`src/rtl/icache_intc_bank_arbiter.sv`:
```
// Per-bank request arbiter for the instruction-cache interconnect.
// Round-robin selects one fetch port per cycle toward the bank. The winner of every
// accepted request goes into an in-order FIFO, so bank responses go back to the right port.
module icache_intc_bank_arbiter #(
  parameter int unsigned N_FETCH         = 8,
  parameter int unsigned ADDR_WIDTH      = 32,
  parameter int unsigned DATA_WIDTH      = 32,
  parameter int unsigned MAX_OUTSTANDING = 2,
  localparam int unsigned ID_WIDTH       = $clog2(N_FETCH)
) (
  input  logic                                clk_i,
  input  logic                                rst_ni,
  input  logic [N_FETCH-1:0]                  req_i,
  input  logic [N_FETCH-1:0][ADDR_WIDTH-1:0]  addr_i,
  output logic [N_FETCH-1:0]                  gnt_o,
  output logic [N_FETCH-1:0]                  r_valid_o,
  output logic [DATA_WIDTH-1:0]               r_rdata_o,
  output logic                                bank_req_o,
  output logic [ADDR_WIDTH-1:0]               bank_addr_o,
  output logic [ID_WIDTH-1:0]                 bank_id_o,
  input  logic                                bank_gnt_i,
  input  logic                                bank_rvalid_i,
  input  logic [DATA_WIDTH-1:0]               bank_rdata_i,
  output logic                                err_o
);

  localparam int unsigned PtrWidth = (MAX_OUTSTANDING > 1) ? $clog2(MAX_OUTSTANDING) : 1;
  localparam int unsigned CntWidth = $clog2(MAX_OUTSTANDING + 1);

  logic [ID_WIDTH-1:0] rr_ptr_q, rr_ptr_d;
  logic [ID_WIDTH-1:0] winner;
  logic [ID_WIDTH-1:0] fifo_q [MAX_OUTSTANDING];
  logic [PtrWidth-1:0] wr_ptr_q, wr_ptr_d;
  logic [PtrWidth-1:0] rd_ptr_q, rd_ptr_d;
  logic [CntWidth-1:0] count_q, count_d;
  logic                err_q, err_d;
  logic                can_push;
  logic                push;
  logic                pop;
  logic [ID_WIDTH-1:0] head;

  function automatic logic [PtrWidth-1:0] ptr_inc(input logic [PtrWidth-1:0] ptr);
    if (ptr == PtrWidth'(MAX_OUTSTANDING - 1)) begin
      return '0;
    end
    return ptr + PtrWidth'(1);
  endfunction

  // Round-robin scan: first requesting port at or above rr_ptr, wrapping around.
  always_comb begin
    int unsigned         idx;
    logic [ID_WIDTH-1:0] cand;
    logic                found;
    winner = '0;
    found  = 1'b0;
    idx    = 0;
    cand   = '0;
    for (int unsigned i = 0; i < N_FETCH; i++) begin
      idx = 32'(rr_ptr_q) + i;
      if (idx >= N_FETCH) begin
        idx = idx - N_FETCH;
      end
      cand = ID_WIDTH'(idx);
      if (!found && req_i[cand]) begin
        winner = cand;
        found  = 1'b1;
      end
    end
  end

  // Request, grant and response routing.
  always_comb begin
    // A pop in the same cycle frees a slot even when the FIFO is full.
    can_push    = (count_q < CntWidth'(MAX_OUTSTANDING)) | bank_rvalid_i;
    bank_req_o  = (|req_i) & can_push;
    bank_addr_o = addr_i[winner];
    bank_id_o   = winner;
    push        = bank_req_o & bank_gnt_i;
    gnt_o       = push ? (N_FETCH'(1) << winner) : '0;
    head        = fifo_q[rd_ptr_q];
    pop         = bank_rvalid_i & (count_q != '0);
    r_valid_o   = pop ? (N_FETCH'(1) << head) : '0;
    r_rdata_o   = bank_rdata_i;
    err_o       = err_q;
  end

  // Next-state for priority pointer, FIFO bookkeeping and sticky error.
  always_comb begin
    rr_ptr_d = rr_ptr_q;
    wr_ptr_d = wr_ptr_q;
    rd_ptr_d = rd_ptr_q;
    count_d  = count_q;
    // A response with nothing outstanding is flagged, even if a push lands this cycle.
    err_d    = err_q | (bank_rvalid_i & (count_q == '0));
    if (push) begin
      rr_ptr_d = (winner == ID_WIDTH'(N_FETCH - 1)) ? '0 : winner + ID_WIDTH'(1);
      wr_ptr_d = ptr_inc(wr_ptr_q);
    end
    if (pop) begin
      rd_ptr_d = ptr_inc(rd_ptr_q);
    end
    unique case ({push, pop})
      2'b10:   count_d = count_q + CntWidth'(1);
      2'b01:   count_d = count_q - CntWidth'(1);
      default: count_d = count_q;
    endcase
  end

  // State registers; reset discards all outstanding entries.
  always_ff @(posedge clk_i or negedge rst_ni) begin
    if (!rst_ni) begin
      rr_ptr_q <= '0;
      wr_ptr_q <= '0;
      rd_ptr_q <= '0;
      count_q  <= '0;
      err_q    <= 1'b0;
      for (int unsigned i = 0; i < MAX_OUTSTANDING; i++) begin
        fifo_q[i] <= '0;
      end
    end else begin
      rr_ptr_q <= rr_ptr_d;
      wr_ptr_q <= wr_ptr_d;
      rd_ptr_q <= rd_ptr_d;
      count_q  <= count_d;
      err_q    <= err_d;
      if (push) begin
        fifo_q[wr_ptr_q] <= winner;
      end
    end
  end

endmodule

```
`config.mk`:
```
export PLATFORM = sky130hd
export DESIGN_NAME = icache_intc_bank_arbiter
export DESIGN_NICKNAME = d
export VERILOG_FILES = /design/src/rtl/icache_intc_bank_arbiter.sv
export SDC_FILE = /design/constraint.sdc
export NUM_CORES = 1
export LEC_CHECK = 0
export CORE_AREA = 2 2 150 152
export DETAILED_ROUTE_END_ITERATION = 16
export DIE_AREA = 0 0 152 154
export HOLD_SLACK_MARGIN = 0.08
export MAX_ROUTING_LAYER = met4
export PLACE_DENSITY = 0.61
export SLEW_MARGIN = 40
export SYNTH_ARGS = -nofsm -noshare
export SYNTH_HDL_FRONTEND = slang
export SYNTH_SLANG_ARGS = --single-unit
```
`constraint.sdc`:
```
create_clock -name clk_i -period 6.2 [get_ports clk_i]
set_input_delay 1.24 -clock clk_i [delete_from_list [all_inputs] [get_ports clk_i]]
set_output_delay 1.24 -clock clk_i [all_outputs]
set_load 0.02 [all_outputs]
```
==> results of run 1 <==
-- cells in the mapped netlist, types with 6 or more instances --
| master | number |
|---|---|
| mux4_2 | 64 |
| mux2_2 | 38 |
| buf_4 | 34 |
| nor2_1 | 20 |
| nand2_1 | 19 |
| dfrtp_1 | 14 |
| mux4_1 | 12 |
| buf_2 | 9 |
| inv_1 | 9 |
| buf_6 | 7 |
| nor3_1 | 7 |
| a21oi_1 | 6 |
| mux2i_1 | 6 |
| o21ai_0 | 6 |
-- power groups by stage --
stage | registers (W) | clock network [W] | logic [W]
after global placement | 0.000188 | 0 | 0.00578
final | 0.000188 | 0.000137 | 0.00563
after floorplan | 0.000169 | 0 | 0.00377
after detailed placement | 0.000190 | 0 | 0.00579
after global routing | 0.000196 | 0.000145 | 0.00595
after CTS | 0.000188 | 0.000140 | 0.00567
-- worst max-delay path: stages --
cell	delay, ns
dlygate4sd2_1	0.30
mux2_1	0.36
a211o_1	0.31
a221oi_2	0.27
o211ai_1	0.15
o21bai_2	0.23
o211a_4	0.24
inv_4	0.13
buf_12	0.18
buf_4	0.18
mux4_2	0.49
mux2_2	0.30
dlygate4sd2_1	0.33
-- kinds of logic (layout without fill, tap and decap cells) --
| family | count (synthesis) | count (layout) | synth area share, % |
|---|---|---|---|
| AOI/OAI and AO/OA | 42 | 42 | 7.93 |
| buffers and inverters | 73 | 381 | 13.2 |
| and+or+nand+nor | 65 | 65 | 7.84 |
| other | 0 | 3 | 0 |
| xor gates and xnor gates | 7 | 7 | 1.56 |
| DFF | 14 | 14 | 8.92 |
| muxes | 126 | 126 | 59.0 |
| adders and majority gates | 5 | 5 | 1.59 |
-- metal layers --
metal	track usage, %	part of all wire (%)
met3	4.26	7.0
met1	19.8	42
met2	27.4	50
met5	-	0
met4	2.49	1.2
-- flip-flops by register name (all words and copies together), names as in the netlist --
name,cells
rr_ptr_q,3
wr_ptr_q,1
rd_ptr_q,1
err_o,1
fifo_q,6
count_q,2
-- worst max-delay path by stage --
stage | slack [ns] | startpoint | depth (start not counted) | to
finish | 0.24 | req_i[7] | 13 | bank_addr_o[26]
global route | 0.07 | req_i[4] | 13 | bank_addr_o[7]
CTS | 0.04 | req_i[5] | 13 | bank_addr_o[7]
detailed placement | -0.24 | req_i[4] | 12 | bank_addr_o[19]
global placement | -0.20 | req_i[6] | 12 | bank_addr_o[25]
floorplan | 1.02 | req_i[7] | 11 | bank_addr_o[10]
-- through the flow --
step                setup WS, ns  TNS [ns]  utilization, %  hold WS, ns  power (W)
detailed placement        -0.238     -6.22            34.2        0.454    0.00598
floorplan                   1.02         0               -        0.444    0.00394
finish                     0.237         0            34.9        0.455    0.00595
CTS                       0.0373         0            34.8        0.462    0.00600
global route              0.0742         0            34.9        0.495    0.00629
global placement          -0.205     -4.79            34.2        0.441    0.00597
-- area by class of cell --
class	instances	area [µm²]	area share, %
diodes	3	7.51	0.0992
clock buffers	4	88.8	1.17
inverters	14	57.6	0.761
multi-input cells	245	3090	40.9
flip-flops and latches	14	350	4.63
well taps	280	350	4.63
repair buffers	363	3620	47.8
-- what timing repair did --
action	CTS	global route
cloned	2	0
hold buffers	0	0
resized for setup	45	7
endpoints found under the hold margin	0	0
setup endpoints to repair	36	31
==> results.md, run 1 <==
* Worst Hold Class: reg2reg
* Max Slew Vio Count at 0
* Row cnt at 54
* Min Clock Period, post-route at 5.96 ns
* Synth warnings at 0
* Io pins at 385
* Most frequent cells in the layout: clkdlybuf4s50_1 (279), mux4_2 (65), mux2_2 (38), dlygate4sd2_1 (38), buf_4 (34)
* Final hold vios at 0
* Final period util at 96.2%
* Area grow syn2layout at 92.6%
* Setup slack, reg-to-reg at 2.09 ns
* Reg clk slew, reported paths at 0.05 ns
* Num Clock Sinks at 14
* Sequential power share at 3.2%
* Clock share of power at 2.3%
* Full die area at 23400 µm²
* Total gr overflow at 0
* Filler cells at 2176
* Hpwl dp at 16500 µm
* DRC violations left at 0
* Reg2reg path depth at 16
* Worst Setup End Kind: primary output
* First-pass GRT wire length at 28200 µm
* Hold Path Depth at 1
* Post-Syn Instances at 332
* Routed Wire Length at 19500 µm
* Largest area contributor in the netlist: mux4_2
* Leakage at 2.87 nW
* Fin cells at 923
* Starting Density at 18.1%
* Flops & latches, synth at 14
* Ranking of synthesized cells by area: mux4_2 (37%), mux2_2 (11%), dfrtp_1 (8.9%)
* CTS tree: done
* Layout net count at 946
* Inserted Clock Buffers at 3
* Yosys cell types at 56
* Total internal power at 0.00318 W
* Switching portion of total power at 46.6%
* Synth Cell Area at 3930 µm²
* Die extent in x at 152 µm
* DR pass1 iterations at 4
* Critical path type: in2out
* Root buffer cell: clkbuf_16
* Vias in the first global route at 4501
* Mean post-synth cell area at 11.8 µm²
* Hold path start: err_o$_DFF_PN0_
* Antenna Nets Post-Route at 0
* Design Area, Final at 7560 µm²
* Core box area at 21700 µm²
* Initial DRC Count at 190
* Clk_lat worst skew at 0.24 ns
* Placed insts at 914
* All-layer global routing usage at 16.2%
* NetSw at 0.00277 W
* Worst-margin pin slew at 0.692 ns
* Worst IR drop on VDD at 0.265 mV
* Setup bufs post-CTS at 0
* Vias at 4264
* Commonest register cell after synthesis: dfrtp_1
* Power per cell area at 787 nW/µm²
* Wire per inst at 21.1 µm
* Final Wtd Congestion at 0.860
* Post-Place Cell Area at 7420 µm²
* Final setup fails at 0
* Drt via density at 4.62
* Status: finished, final reports clean
* Top cell type's share of synthesized area at 36.7%
* Crit path launch type: primary input
* Crit path DAT at 4.72 ns
* Die Ht at 154 µm
* Initial antenna violation count at 4
* Synthesized Nets at 637
* Register area share after synthesis at 8.92%
* FFs w/ async S/R, synth at 100%
* Worst Hold End: err_o$_DFF_PN0_
* CP Max Fanout at 13
* Largest net degree at the start of global routing at 21
* Max cap viols at 0
* Max Clock Freq at 0.168 GHz
* RR Endpoint: rr_ptr_q[0]$_DFFE_PN0P_
* Post-synth EDFFs at 0
* Clk buf depth at 2
* Crit path required time at 4.96 ns
* H-tree depth at 1
* Setup Skew at 0.00251 ns
* Comb power frac at 94.5%
* Share of layout cells above drive strength 1 at 25.8%
* Worst slew margin at 53.7%
* RSZ-0062 raised after global routing: no
* Reg-to-reg startpoint: rr_ptr_q[0]$_DFFE_PN0P_
* I/O Buffers at 320
* Most common cell after layout, fill and taps aside: clkdlybuf4s50_1
No activity file was read; power rests on OpenSTA's default activity.
==> run 2: changes to the inputs <==
--- a/config.mk
+++ b/config.mk
@@ -5,12 +5,14 @@
 export SDC_FILE = /design/constraint.sdc
 export NUM_CORES = 1
 export LEC_CHECK = 0
-export CORE_AREA = 2 2 150 152
+export CORE_AREA = 8 8 144 146
 export DETAILED_ROUTE_END_ITERATION = 16
 export DIE_AREA = 0 0 152 154
 export HOLD_SLACK_MARGIN = 0.08
 export MAX_ROUTING_LAYER = met4
-export PLACE_DENSITY = 0.61
+export PLACE_DENSITY = 0.68
+export RECOVER_POWER = 25
+export SETUP_SLACK_MARGIN = 0.02
 export SLEW_MARGIN = 40
 export SYNTH_ARGS = -nofsm -noshare
 export SYNTH_HDL_FRONTEND = slang
==> results.md, run 2 (same netlist as run 1, synthesis figures left out) <==
* Max reg flops at 6 (unchanged)
* Final setup fails at 0 (unchanged)
* Drt via density at 4.87 (was 4.62)
* Most used cell, CP: buf_4 (was dlygate4sd2_1)
* Most common cell after layout, fill and taps aside: clkdlybuf4s50_1 (unchanged)
* Critical path startpoint: req_i[0] (was req_i[7])
* Placed insts at 870 (was 914)
* First-pass GRT wire length at 29400 µm (was 28200 µm)
* I/O Buffers at 320 (unchanged)
* Clk_lat worst skew at 0.24 ns (about the same)
* Setup bufs post-CTS at 0 (unchanged)
* Number of buffers inserted by hold repair at cts at 0 (unchanged)
* Worst Hold Class: reg2reg (unchanged)
* Final Hold Slack at 0.452 ns (was 0.455 ns)
* Min Clock Period, post-route at 5.77 ns (was 5.96 ns)
* Worst-margin pin slew at 0.644 ns (was 0.692 ns)
* Clock share of power at 2.2% (was 2.3%)
* Hold path start: err_o$_DFF_PN0_ (unchanged)
* Final hold vios at 0 (unchanged)
* Leakage at 2.93 nW (was 2.87 nW)
* DRC violations left at 0 (unchanged)
* Total internal power at 0.00316 W (was 0.00318 W)
* Vias in the first global route at 4782 (was 4501)
* Initial DRC Count at 170 (was 190)
* Filler cells at 1757 (was 2176)
* Layout net count at 946 (unchanged)
* Hpwl dp at 17900 µm (was 16500 µm)
* Core box area at 18500 µm² (was 21700 µm²)
* Pre-CTS setup slack at -0.179 ns (was -0.238 ns)
* Die extent in x at 152 µm (unchanged)
* Wire per inst at 22.8 µm (was 21.1 µm)
* WP buf/inv at 6 (was 5)
* NetSw at 0.00271 W (was 0.00277 W)
* CTS tree: done (unchanged)
* RSZ-0062 raised after global routing: no (unchanged)
* Vias at 4273 (was 4264)
* Worst Setup End Kind: primary output (unchanged)
* DR pass1 iterations at 4 (unchanged)
* Largest registers: fifo_q: 6 flops, rr_ptr_q: 3 flops, count_q: 2 flops (unchanged)
* Critical-path top delay cell: clkdlybuf4s50_1 (was mux4_2)
* Crit path required time at 4.96 ns (about the same)
* Reg with most FFs: fifo_q (unchanged)
* Overall Power at 0.00586 W (was 0.00595 W)
* Status: finished, final reports clean (unchanged)
* Largest net degree at the start of global routing at 28 (was 21)
* Most frequent cells in the layout: clkdlybuf4s50_1 (274), mux4_2 (64), mux2_2 (39) (was clkdlybuf4s50_1 (279), mux4_2 (65), mux2_2 (38), dlygate4sd2_1 (38), buf_4 (34))
* Reg-to-reg startpoint: rr_ptr_q[0]$_DFFE_PN0P_ (unchanged)
* Final period util at 93.1% (was 96.2%)
* Reg clk slew, reported paths at 0.05 ns (about the same)
* CP top delay family: buffers and inverters (was compound AO/OA/AOI/OAI gates)
* Critical path type: in2out (unchanged)
* Root buffer cell: clkbuf_16 (unchanged)
* Clk buf depth at 2 (unchanged)
* Area grow syn2layout at 91.8% (was 92.6%)
* Final Wtd Congestion at 0.904 (was 0.860)
* All-layer global routing usage at 16.6% (was 16.2%)
* Num Clock Sinks at 14 (unchanged)
* Power per cell area at 778 nW/µm² (was 787 nW/µm²)
* Share of layout cells above drive strength 1 at 25.9% (was 25.8%)
* Worst slew margin at 56.9% (was 53.7%)
* Inserted Clock Buffers at 3 (unchanged)
* Comb power frac at 94.4% (was 94.5%)
* Io pins at 385 (unchanged)
* Initial antenna violation count at 4 (unchanged)
* Crit path launch type: primary input (unchanged)
* H-tree depth at 1 (unchanged)
* Worst IR drop on VDD at 0.533 mV (was 0.265 mV)
* Antenna Nets Post-Route at 0 (unchanged)
* Register area at 350 µm² (unchanged)
* Post-layout util at 40.8% (was 34.9%)
* CP Max Fanout at 19 (was 13)
* Fin cells at 878 (was 923)
* CP max stage delay at 0.67 ns (was 0.49 ns)
* Max Slew Vio Count at 0 (unchanged)
* Crit path DAT at 4.53 ns (was 4.72 ns)
* Sequential power share at 3.4% (was 3.2%)
* Max cap viols at 0 (unchanged)
* Starting Density at 21.3% (was 18.1%)
* Worst path cell trace: dlymetal6s2s_1 > buf_4 > mux4_2 > mux2i_1 > buf_4 > nor4b_1 > a2111oi_1 > o211ai_1 > o21ai_4 > buf_12 > inv_2 > nor4_1 > clkdlybuf4s50_1 (was dlygate4sd2_1 > mux2_1 > a211o_1 > a221oi_2 > o211ai_1 > o21bai_2 > o211a_4 > inv_4 > buf_12 > buf_4 > mux4_2 > mux2_2 > dlygate4sd2_1)
* Setup ws final at 0.426 ns (was 0.237 ns)
* Die Ht at 154 µm (unchanged)
* Routed Wire Length at 20100 µm (was 19500 µm)
* Total gr overflow at 0 (unchanged)
* Full die area at 23400 µm² (unchanged)
* Max Clock Freq at 0.173 GHz (was 0.168 GHz)
* Setup Skew at 0.000426 ns (was 0.00251 ns)
* Row cnt at 50 (was 54)
* Switching portion of total power at 46.2% (was 46.6%)
* Multi-input gate area at 3100 µm² (was 3090 µm²)
==> run 2: cell count changes in the layout (fill, tap and decap cells not counted), moves of 2 or more <==
cell             before  now
buf_16                2    0
clkdlybuf4s50_1     279  274
buf_12                5   10
dlygate4sd3_1         0    3
dlymetal6s2s_1        3   10
dlygate4sd2_1        38   33
==> run 2: path summary, 6_finish.rpt <==
check | to | slack (ns) | cells past startpoint
setup / recovery | gnt_o[5] | 0.43 | 13
hold / removal | err_o$_DFF_PN0_ | 0.45 | 1
setup reg to reg | rr_ptr_q[0]$_DFFE_PN0P_ | 2.16 | 16
hold reg to reg | err_o$_DFF_PN0_ | 0.45 | 1
max in group asynchronous | rd_ptr_q$_DFFE_PN0P_ | 4.32 | 1
min in group asynchronous | rr_ptr_q[2]$_DFFE_PN0P_ | 1.47 | 1
==> run 2: worst register-to-register path: stages, from the launching register on <==
cell       delay (ns)
dfrtp_1          0.38
inv_4            0.10
ha_1             0.58
mux2_2           0.44
a211o_1          0.33
a221oi_2         0.28
buf_4            0.16
o21ai_0          0.12
a2111oi_2        0.27
buf_4            0.17
a21o_4           0.11
buf_12           0.19
buf_4            0.19
inv_1            0.05
ha_1             0.21
buf_4            0.14
o31ai_1          0.22
==> run 2: per-stage QoR <==
stage,cell area [µm²],setup TNS [ns]
3_5_place_dp,7430,-4.25
6_report,7530,0
3_3_place_gp,7430,-6.12
5_1_grt,7530,0
2_1_floorplan,3930,0
4_1_cts,7490,0
==> run 2: what timing repair did <==
| action | 4_1_cts | 5_1_grt |
|---|---|---|
| pin swaps | 0 | 1 |
| endpoints found under the hold margin | 0 | 0 |
| gates resized for setup | 38 | 13 |
| setup endpoints to repair | 36 | 32 |
| gates cloned | 0 | 0 |
==> run 2: cell type report <==
type | count | share of cell area (%)
Clock buffer | 4 | 1.18
Antenna cell | 4 | 0.133
Sequential cell | 14 | 4.65
Timing Repair Buffer | 363 | 48.2
Inverter | 14 | 0.764
Tap cell | 234 | 3.89
Multi-Input combinational cell | 245 | 41.1
==> run 2: metal layers <==
| metal | GRT usage, % | vias up | wire (µm) |
|---|---|---|---|
| li1 | - | 1953 | - |
| met1 | 18.8 | 2109 | 7910 |
| met2 | 29.5 | 203 | 10500 |
| met3 | 4.46 | 8 | 1510 |
| met4 | 2.38 | 0 | 146 |
| met5 | - | - | 0 |
==> run 2: power by group through the flow <==
stage | clock, W | sequential [W] | combinational, W
floorplan | 0 | 0.000169 | 0.00377
global placement | 0 | 0.000197 | 0.00588
detailed placement | 0 | 0.000199 | 0.00592
CTS | 0.000135 | 0.000199 | 0.00561
global route | 0.000140 | 0.000209 | 0.00588
finish | 0.000132 | 0.000199 | 0.00553
